**src/rtl/led_pkg.sv**
```systemverilog
// Shared types and constants for the LED scroll sequencer.
package led_pkg;

  typedef logic [3:0] nibble_t;

  typedef enum logic [0:0] {
    IDLE   = 1'b0,
    SCROLL = 1'b1
  } scroll_state_t;

  localparam int LED_DIGITS = 4;

endpackage

```
**src/rtl/led_tick_gen.sv**
```systemverilog
// Scroll step timebase: counts 0..TICK_DIV-1 while enabled and emits a
// one-cycle step on the terminal count. Held at 0 while disabled or cleared.
module led_tick_gen #(
  parameter int TICK_DIV = 50_000_000
) (
  input  logic clk,
  input  logic reset,
  input  logic en,
  input  logic clr,
  output logic step
);

  localparam int TW = (TICK_DIV > 1) ? $clog2(TICK_DIV) : 1;
  localparam logic [TW-1:0] TICK_LAST = TW'(TICK_DIV - 1);

  logic [TW-1:0] tick;

  // A clear also suppresses the step, so home/stop win over an advance.
  assign step = en && !clr && (tick == TICK_LAST);

  // Tick counter: free-runs in SCROLL, rolls over on the terminal count.
  always_ff @(posedge clk or posedge reset) begin
    if (reset) begin
      tick <= '0;
    end else if (!en || clr || (tick == TICK_LAST)) begin
      tick <= '0;
    end else begin
      tick <= tick + TW'(1);
    end
  end

endmodule

```
**src/rtl/led_scroll_ctrl.sv**
```systemverilog
// Scrolls a 4-digit window across a nibble message buffer for the LED driver.
// Optional macro LED_SCROLL_DIR_EN adds a 'dir' input for reverse scrolling.
//
// state  | meaning
// -------+-----------------------------------------------
// IDLE   | tick held at 0, window position frozen
// SCROLL | tick running, position advances every TICK_DIV
module led_scroll_ctrl
  import led_pkg::*;
#(
  parameter int MSG_LEN  = 16,
  parameter int TICK_DIV = 50_000_000
) (
  input  logic                       clk,
  input  logic                       reset,
  input  logic                       wr_en,
  input  logic [$clog2(MSG_LEN)-1:0] wr_addr,
  input  logic [3:0]                 wr_data,
  input  logic                       start,
  input  logic                       stop,
  input  logic                       home,
`ifdef LED_SCROLL_DIR_EN
  input  logic                       dir,
`endif
  output logic [3:0]                 hex3,
  output logic [3:0]                 hex2,
  output logic [3:0]                 hex1,
  output logic [3:0]                 hex0,
  output logic                       busy,
  output logic                       wrap
);

  localparam int AW = $clog2(MSG_LEN);
  localparam logic [AW-1:0] POS_LAST = AW'(MSG_LEN - 1);

  scroll_state_t state, state_nxt;
  nibble_t       msg [MSG_LEN];
  nibble_t       window [LED_DIGITS];
  logic [AW-1:0] pos, pos_nxt;
  logic          wrap_nxt;
  logic          step;

  led_tick_gen #(
    .TICK_DIV (TICK_DIV)
  ) u_tick (
    .clk   (clk),
    .reset (reset),
    .en    (state == SCROLL),
    .clr   (home || stop),
    .step  (step)
  );

  // State register.
  always_ff @(posedge clk or posedge reset) begin
    if (reset) state <= IDLE;
    else       state <= state_nxt;
  end

  // Next state: stop has priority over a simultaneous start.
  always_comb begin
    state_nxt = state;
    case (state)
      IDLE:    if (start && !stop) state_nxt = SCROLL;
      SCROLL:  if (stop)           state_nxt = IDLE;
      default: state_nxt = IDLE;
    endcase
  end

  // Position update; home overrides an advance and never flags a wrap.
  always_comb begin
    pos_nxt  = pos;
    wrap_nxt = 1'b0;
    if (home) begin
      pos_nxt = '0;
    end else if (step) begin
`ifdef LED_SCROLL_DIR_EN
      if (dir) begin
        pos_nxt  = pos - AW'(1);
        wrap_nxt = (pos == '0);
      end else begin
        pos_nxt  = pos + AW'(1);
        wrap_nxt = (pos == POS_LAST);
      end
`else
      pos_nxt  = pos + AW'(1);
      wrap_nxt = (pos == POS_LAST);
`endif
    end
  end

  // Position, wrap pulse and busy flag registers.
  always_ff @(posedge clk or posedge reset) begin
    if (reset) begin
      pos  <= '0;
      wrap <= 1'b0;
      busy <= 1'b0;
    end else begin
      pos  <= pos_nxt;
      wrap <= wrap_nxt;
      busy <= (state == SCROLL);
    end
  end

  // Message buffer: flop array so all four window digits read in parallel.
  always_ff @(posedge clk or posedge reset) begin
    if (reset) begin
      for (int i = 0; i < MSG_LEN; i++) msg[i] <= '0;
    end else if (wr_en) begin
      msg[wr_addr] <= wr_data;
    end
  end

  // Window register; indices wrap naturally through the pos width.
  always_ff @(posedge clk or posedge reset) begin
    if (reset) begin
      for (int d = 0; d < LED_DIGITS; d++) window[d] <= '0;
    end else begin
      for (int d = 0; d < LED_DIGITS; d++) window[d] <= msg[pos + AW'(d)];
    end
  end

  assign hex3 = window[0];
  assign hex2 = window[1];
  assign hex1 = window[2];
  assign hex0 = window[3];

endmodule

```
**config.mk**
```make
export PLATFORM = sky130hd
export DESIGN_NAME = led_scroll_ctrl
export DESIGN_NICKNAME = d
export VERILOG_FILES = /design/src/rtl/led_pkg.sv /design/src/rtl/led_tick_gen.sv /design/src/rtl/led_scroll_ctrl.sv
export SDC_FILE = /design/constraint.sdc
export NUM_CORES = 1
export LEC_CHECK = 0
export CAP_MARGIN = 30
export CORE_UTILIZATION = 55
export CTS_CLUSTER_SIZE = 24
export DETAILED_ROUTE_END_ITERATION = 10
export PLACE_DENSITY = 0.84
export SLEW_MARGIN = 5
export SYNTH_ARGS = -nofsm -noshare
export SYNTH_HDL_FRONTEND = slang
export SYNTH_SLANG_ARGS = --single-unit
```
**constraint.sdc**
```tcl
create_clock -name clk -period 11.1 [get_ports clk]
set_clock_uncertainty 0.1 [all_clocks]
set_input_delay 2.22 -clock clk [delete_from_list [all_inputs] [get_ports clk]]
set_output_delay 2.22 -clock clk [all_outputs]
set_load 0.01 [all_outputs]
```
==> results.yml, run 1 <==
job:
  cap_violations: 0
pwr:
  p_leak_nw: 3.00
  peakVddDrop_mv: 0.110
  powerDensity_mw_per_mm2: 184
cells_and_area:
  drive_above_1_share: 0.327
  syn2layout_area_growth_pct: 16.7
  final_nets: 556
  mostFrequentLayoutCells: "dfrtp_1 (112), mux2_2 (74), mux4_2 (60)"
  final_common_cell: "dfrtp_1"
  diodes: 0
  design_area_mm2: 0.00762
route:
  ant_nets: 0
  drc: 11
  vias: 4649
  wl_per_cell_um: 22.8
  firstDrtPassIters: 8
  routed_wl_um: 15800
  via_per_inst: 6.71
  drtIter0Drc: 544
clock_network:
  clock_sinks: 113
  htreeDepth: 4
  cts-resized-gates: 0
  cts_tree: "yes"
  cts_hold_buf: 0
  cts.path.max_buffers: 2
  post-cts-setup-buffer-count: 0
  clk_latency_ns: 0.42
  cts_buffers: 17
  clk_pin_slew_ns: 0.05
  cts_root_buffer: "clkbuf_16"
hold_path:
  worstHoldStart: "state$_DFF_PP0_"
  worstHoldPathCells: 0
  worstHoldEndpoint: "busy$_DFF_PP0_"
  hold_path.class: "flip-flop to flip-flop"
worst_setup_path:
  crit_type: "flip-flop to flip-flop"
  r2r_cells: 8
  r2r_end: "hex2[3]$_DFF_PP0_"
  cp.required_ns: 11.26
  r2r_setup_slack_ns: 7.32
  crit_path_start_kind: "flip-flop"
  endpoint_kind: "flip-flop"
  worstPathArrival_ns: 3.93
  worstReg2RegStart: "pos[0]$_DFFE_PP0P_"
  critPathMaxFanout: 65
placed_design:
  gp_congestion: 0.941
  io_buffers: 31
  dp_hpwl_um: 10400
  dpl_cell_area_mm2: 0.00696
die:
  initial_core_util: 0.567
  die_area_mm2: 0.0123
  die_h_um: 111
  num_rows: 39
  io_pins: 32
  fp.dieW_um: 111
  coreArea_mm2: 0.0115
sta:
  setup_violations: 0
  slew_headroom: 0.373
  period_needed_ns: 3.78
  layout_worst_path_cycle_share: 0.340
  rsz0062_at_grt: "false"
  worstMarginPinSlew_ns: 0.934
  slew_violations: 0
  clock.fmax_mhz: 265
  finalSetupTns_ns: 0
  hold_violations: 0
  whs_ns: 0.307
synth:
  yosysWarnings: 0
  synth_edf_count: 0
  synth_top_area_cell: "dfrtp_1"
  seq_area_frac_synth: 0.433
  synth_fp_nets: 525
  async_flop_share: 1.00
  syn_area_mm2: 0.00653
  synth_ff_type: "dfrtp_1"
  avgSynthCellArea_um2: 12.9
  synth_top_area_share: 0.433
  ys_top_cells_by_area: "dfrtp_1 (43%), mux4_2 (21%), mux2_2 (13%)"
  ys_seq_elements: 113
  yosysUniqueCellTypes: 42
  netlist_instances: 506
global_routing:
  overflow: 0
  track_usage: 0.274
  grt_pass1_wl_um: 24800
  first_global_vias: 4480
  antenna_found_initial: 0
  grt_max_degree: 79
run_status:
  outcome: "complete, but fails checks"
  violations: "design-rule violations"
==> logic make-up (layout without fill, tap and decap cells) <==
family	after synthesis	count (layout)	synth area share
xor+xnor	30	30	0.0437
simple gates	141	141	0.104
flops	113	113	0.433
fa+ha+maj	5	5	0.00958
buf+inv	35	79	0.0222
mux	141	141	0.346
compound gates	41	41	0.0420
==> registers in the layout, summed over array words and instances, names as in the netlist <==
name,cells
hex2,4
u_tick.tick,26
busy,1
hex1,4
pos,4
msg,64
state,1
wrap,1
hex3,4
hex0,4
==> metrics by stage <==
stage	util	total power [mW]	setup slack, ns	std cells
after floorplan	-	0.703	5.79	506
after global placement	0.604	0.783	7.02	659
after detailed placement	0.604	0.799	6.97	660
after CTS	0.660	1.40	7.32	692
after global routing	0.662	1.44	7.03	693
final	0.662	1.40	7.32	693
==> how the worst max path moves through the flow <==
stage	start	to	slack [ns]	depth (start not counted)
floorplan	reset	busy$_DFF_PP0_	5.79	1
global placement	wr_en	msg[48]$_DFFE_PP0P_	7.02	4
detailed placement	home	pos[0]$_DFFE_PP0P_	6.97	5
CTS	pos[0]$_DFFE_PP0P_	hex2[3]$_DFF_PP0_	7.32	8
global route	pos[0]$_DFFE_PP0P_	hex2[3]$_DFF_PP0_	7.03	8
finish	pos[0]$_DFFE_PP0P_	hex2[3]$_DFF_PP0_	7.32	8
==> cells in the mapped netlist (4+ instances only) <==
master / instances
xnor2_1: 10
nor2_1: 55
mux4_2: 60
nand3_1: 17
a21oi_1: 11
ha_1: 5
nor3_1: 5
buf_2: 8
mux2i_1: 4
nand4_1: 9
o21ai_0: 6
or3_1: 4
mux2_2: 74
nor4_1: 4
nand2b_1: 7
nand2_1: 24
and3_1: 4
dfrtp_1: 113
xor2_1: 17
a211oi_1: 7
inv_1: 8
clkbuf_1: 17
==> cell type report <==
type	count	area [µm²]
multi-input combinational	358	3560
sequential	113	2830
clock buffer	21	460
fill	787	3890
inverter	8	32.5
timing repair buffer	39	380
tap	143	179
clock inverter	11	184
==> worst max-delay path: stages, from the launching register on <==
cell and delay [ns]:
dfrtp_2 0.34, buf_4 0.68, inv_1 0.35, ha_1 0.84, buf_4 0.39, mux4_2 0.54, a21o_1 0.18, o21ai_0 0.07
a21oi_1 0.09
==> metal layers <==
layer / track usage / vias to the layer above / share of wire
met5: 0 / - / 0
met3: 0.0853 / 58 / 0.095
met2: 0.398 / 254 / 0.47
li1: - / 1975 / -
met4: 0.127 / 0 / 0.035
met1: 0.377 / 2362 / 0.40
==> power breakdown <==
| group | switching (mW) | internal [mW] | total [mW] |
|---|---|---|---|
| Clock | 0.186 | 0.407 | 0.593 |
| Sequential | 0.0788 | 0.481 | 0.560 |
| Combinational | 0.0891 | 0.157 | 0.246 |
No activity file was read; power rests on OpenSTA's default activity.
==> run 2: changes to the inputs <==
==> constraint.sdc (replaced) <==
create_clock -name clk -period 3.5 [get_ports clk]
set_clock_uncertainty 0.1 [all_clocks]
set_input_delay 0.7 -clock clk [delete_from_list [all_inputs] [get_ports clk]]
set_output_delay 0.7 -clock clk [all_outputs]
set_load 0.01 [all_outputs]
==> run 2 against run 1 <==
Against the previous run: the run still ends with design-rule violations left; combinational power grew to 3.1 times the previous value; sequential share of layout area increased by 0.32 points; critical path depth decreased by 4; largest power group is now registers; sequential power rose to 3.2 times the previous value; wire length rose by 4.3%; cell area down 0.85%; highest routed layer is now met5.
==> results.yml, run 2 (synthesized netlist as in run 1, its figures left out) <==
clock_network:
  cts_hold_buf: 0
  clk_latency_ns: 0.43
  clk_pin_slew_ns: 0.05
  cts_tree: "yes"
  clock_sinks: 113
  post-cts-setup-buffer-count: 0
  cts_root_buffer: "clkbuf_16"
  cts-resized-gates: 0
  htreeDepth: 4
  cts_buffers: 17
  cts.path.max_buffers: 2
global_routing:
  antenna_found_initial: 0
  first_global_vias: 4766
  grt_pass1_wl_um: 26300
  grt_max_degree: 114
  overflow: 0
  track_usage: 0.288
cells_and_area:
  design_area_mm2: 0.00756
  final_nets: 560
  largest_register: "msg"
  fin_cells: 693
  syn2layout_area_growth_pct: 15.7
  final_common_cell: "dfrtp_1"
  reg_top3: "msg (64), u_tick.tick (26)"
  mostFrequentLayoutCells: "dfrtp_1 (112), mux2_2 (74), mux4_2 (60)"
  largest_reg_flops: 64
  drive_above_1_share: 0.327
  diodes: 0
pwr:
  p_clk_frac: 0.389
  switching_share: 0.269
  seq_power_share: 0.429
  p_leak_nw: 2.97
  pwr-share-comb: 0.182
  fin_total_pwr_mw: 4.21
  p_switching_mw: 1.13
  powerDensity_mw_per_mm2: 558
  p_int_mw: 3.08
  peakVddDrop_mv: 0.334
sta:
  layout_worst_path_cycle_share: 0.828
  worstMarginPinSlew_ns: 0.911
  slew_headroom: 0.387
  rsz0062_at_grt: "false"
  finalSetupTns_ns: 0
  slew_violations: 0
  clock.fmax_mhz: 345
  hold_violations: 0
  whs_ns: 0.317
  period_needed_ns: 2.90
  setup_violations: 0
route:
  via_per_inst: 6.79
  ant_nets: 0
  drc: 10
  drtIter0Drc: 487
  routed_wl_um: 16500
  firstDrtPassIters: 8
  wl_per_cell_um: 23.8
  vias: 4704
run_status:
  violations: "design-rule violations"
  outcome: "complete, but fails checks"
worst_setup_path:
  crit_type: "flip-flop to flip-flop"
  cp.required_ns: 3.69
  crit_path_start_kind: "flip-flop"
  r2r_setup_slack_ns: 0.60
  critPathMaxFanout: 11
  endpoint_kind: "flip-flop"
  worstPathArrival_ns: 3.09
placed_design:
  gp_congestion: 0.951
  place_inst: 664
  dp_hpwl_um: 11100
  io_buffers: 31
  dpl_cell_area_mm2: 0.00700
die:
  fp.dieW_um: 111
  initial_core_util: 0.567
  die_h_um: 111
  die_area_mm2: 0.0123
  coreArea_mm2: 0.0115
  io_pins: 32
  num_rows: 39
hold_path:
  hold_path.class: "flip-flop to flip-flop"
job:
  cap_violations: 0
[run 2: cell count changes in the layout (fill, tap and decap cells not counted), sizes merged]
cell and delta:
buf +3, bufinv -3, clkbuf +1, clkinv -2, clkinvlp +2, inv -1
[run 2: stage by stage]
step           setup slack [ns]   util
2_1_floorplan             0.609      -
3_3_place_gp              0.750  0.608
3_5_place_dp              0.667  0.608
4_1_cts                   0.650  0.656
5_1_grt                   0.518  0.656
6_report                  0.603  0.656
[run 2: path summary, 6_finish.rpt]
path / start / to / cells past startpoint
max: pos[1]$_DFFE_PP0P_ / hex1[2]$_DFF_PP0_ / 4
min: state$_DFF_PP0_ / busy$_DFF_PP0_ / 0
max reg2reg: pos[1]$_DFFE_PP0P_ / hex1[2]$_DFF_PP0_ / 4
min reg2reg: state$_DFF_PP0_ / busy$_DFF_PP0_ / 0
max in group asynchronous: reset / u_tick.tick[3]$_DFF_PP0_ / 3
min in group asynchronous: reset / msg[54]$_DFFE_PP0P_ / 3
[run 2: cell type report]
class,count,area [µm²]
inverter,8,33.8
clock inverter,7,87.6
sequential,113,2830
tap,143,179
timing repair buffer,43,410
fill,814,3960
clock buffer,21,460
multi-input combinational,358,3560
[run 2: routing by layer]
layer  wire [µm]  global-route usage  up-vias
li1            -                   -     1989
met1        6410               0.375     2368
met2        7660               0.420      297
met3        1840               0.113       48
met4         505               0.142        2
met5          48              0.0292        -
[run 2: power groups by stage]
stage	Clock (mW)	Combinational, mW	Sequential (mW)
5_1_grt	1.70	0.820	1.82
3_5_place_dp	0	0.756	1.81
3_3_place_gp	0	0.730	1.79
6_report	1.64	0.768	1.81
4_1_cts	1.65	0.768	1.79
2_1_floorplan	0	0.527	1.70
[run 2: critical path: stages, from the launching register on]
cell and delay, ns:
dfrtp_1 0.69, inv_1 0.17, ha_1 0.72, mux4_2 0.59
mux4_2 0.49
==> run 3: changes to the inputs <==
--- a/config.mk
+++ b/config.mk
@@ -9,7 +9,7 @@
 export CORE_UTILIZATION = 55
 export CTS_CLUSTER_SIZE = 24
 export DETAILED_ROUTE_END_ITERATION = 10
-export PLACE_DENSITY = 0.84
+export PLACE_DENSITY = 0.87
 export SLEW_MARGIN = 5
 export SYNTH_ARGS = -nofsm -noshare
 export SYNTH_HDL_FRONTEND = slang
==> constraint.sdc (replaced) <==
create_clock -name clk -period 2.5 [get_ports clk]
set_clock_uncertainty 0.1 [all_clocks]
set_input_delay 0.5 -clock clk [delete_from_list [all_inputs] [get_ports clk]]
set_output_delay 0.5 -clock clk [all_outputs]
set_load 0.01 [all_outputs]
==> run 3 against run 2 <==
Against the previous run: the run still ends with design-rule violations left; total power increased by 46%; hold slack got worse by 0.044 ns; register-to-register slack got worse by 0.45 ns; core utilization increased by 1.6 points; setup slack got worse by 0.45 ns; non-clock buffer count increased by 13; largest power group unchanged.
==> results.yml, run 3 (synthesized netlist as in run 1, its figures left out) <==
run_status:
  outcome: "complete, but fails checks"
  violations: "design-rule violations"
placed_design:
  io_buffers: 31
  gp_congestion: 0.987
  pre_cts_slack_ns: 0.187
  dp_hpwl_um: 11900
  place_inst: 678
clock_network:
  cts_buffers: 17
  clk_latency_ns: 0.43
  htreeDepth: 4
  cts-resized-gates: 0
  clk_pin_slew_ns: 0.06
  post-cts-setup-buffer-count: 0
  cts_hold_buf: 0
  clock_sinks: 113
  cts_root_buffer: "clkbuf_16"
  cts.path.max_buffers: 2
  cts_tree: "yes"
pwr:
  p_switching_mw: 1.79
  switching_share: 0.290
  pwr-share-comb: 0.185
  p_clk_frac: 0.396
  peakVddDrop_mv: 0.460
  powerDensity_mw_per_mm2: 796
  fin_total_pwr_mw: 6.16
  seq_power_share: 0.418
  p_int_mw: 4.38
  p_leak_nw: 3.06
cells_and_area:
  fin_cells: 710
  largest_register: "msg"
  final_nets: 573
  diodes: 0
  reg_top3: "msg (64), u_tick.tick (26)"
  largest_reg_flops: 64
  syn2layout_area_growth_pct: 18.6
  drive_above_1_share: 0.353
  final_common_cell: "dfrtp_1"
  mostFrequentLayoutCells: "dfrtp_1 (112), mux2_2 (74), mux4_2 (60)"
worst_setup_path:
  endpoint_kind: "flip-flop"
  worstPathArrival_ns: 2.54
  critPathMaxFanout: 6
  crit_type: "flip-flop to flip-flop"
  crit_path_start_kind: "flip-flop"
  cp.required_ns: 2.70
sta:
  setup_violations: 0
  hold_violations: 0
  period_needed_ns: 2.35
  slew_violations: 0
  rsz0062_at_grt: "false"
  slew_headroom: 0.521
  clock.fmax_mhz: 426
  layout_worst_path_cycle_share: 0.939
  fin_ws_ns: 0.154
  worstMarginPinSlew_ns: 0.716
  finalSetupTns_ns: 0
global_routing:
  overflow: 0
  first_global_vias: 5069
  antenna_found_initial: 0
  track_usage: 0.311
  grt_max_degree: 56
  grt_pass1_wl_um: 28300
route:
  ant_nets: 0
  drc: 15
  via_per_inst: 7.01
  drtIter0Drc: 640
  routed_wl_um: 17900
  vias: 4980
  firstDrtPassIters: 8
  wl_per_cell_um: 25.3
die:
  io_pins: 32
  initial_core_util: 0.567
  die_h_um: 111
  fp.dieW_um: 111
  coreArea_mm2: 0.0115
  num_rows: 39
  die_area_mm2: 0.0123
hold_path:
  hold_path.class: "input pin to async pin"
job:
  cap_violations: 0
-- run 3: cell count changes in the layout (fill, tap and decap cells not counted), moves of 2 or more --
cell,delta
clkbuf_1,-2
clkinvlp_4,+4
buf_4,+12
buf_12,+2
clkinv_4,+3
clkinv_2,-2
-- run 3: critical path: stages, from the launching register on --
cell and delay (ns):
dfrtp_2 0.42, inv_1 0.08, ha_1 0.26, xnor2_2 0.43, mux4_2 0.39, nor2b_1 0.16, a211oi_1 0.29, a21oi_1 0.08
-- run 3: final timing paths --
check | startpoint | endpoint | slack (ns) | cells past startpoint
max | pos[0]$_DFFE_PP0P_ | hex0[3]$_DFF_PP0_ | 0.15 | 7
min | reset | hex1[0]$_DFF_PP0_ | 0.27 | 2
max reg2reg | pos[0]$_DFFE_PP0P_ | hex0[3]$_DFF_PP0_ | 0.15 | 7
min reg2reg | state$_DFF_PP0_ | busy$_DFF_PP0_ | 0.32 | 0
max in group asynchronous | reset | msg[22]$_DFFE_PP0P_ | 1.45 | 3
min in group clk | state$_DFF_PP0_ | busy$_DFF_PP0_ | 0.32 | 0
-- run 3: metal layers --
layer / part of all wire / global-route usage / vias up
met1: 0.36 / 0.378 / 2472
met4: 0.059 / 0.188 / 0
met3: 0.12 / 0.127 / 99
met5: 0 / 0 / -
li1: - / - / 2016
met2: 0.46 / 0.467 / 393
-- run 3: cell type report --
| type | count | area (µm²) |
|---|---|---|
| sequential | 113 | 2830 |
| inverter | 8 | 33.8 |
| multi-input combinational | 358 | 3560 |
| fill | 736 | 3770 |
| clock inverter | 12 | 134 |
| timing repair buffer | 56 | 536 |
| tap | 143 | 179 |
| clock buffer | 20 | 467 |
-- run 3: stage by stage --
step | area (µm²) | hold slack [ns] | util
after global routing | 7740 | 0.283 | 0.672
after detailed placement | 7140 | 0.288 | 0.620
after global placement | 7140 | 0.292 | 0.620
after floorplan | 6560 | 0.274 | -
final | 7740 | 0.273 | 0.672
after CTS | 7740 | 0.270 | 0.672
-- run 3: power groups by stage --
stage	registers (mW)	logic (mW)	clock network (mW)
6_report	2.58	1.14	2.44
5_1_grt	2.59	1.19	2.54
4_1_cts	2.54	1.13	2.44
3_5_place_dp	2.55	1.10	0
3_3_place_gp	2.52	1.06	0
2_1_floorplan	2.38	0.738	0
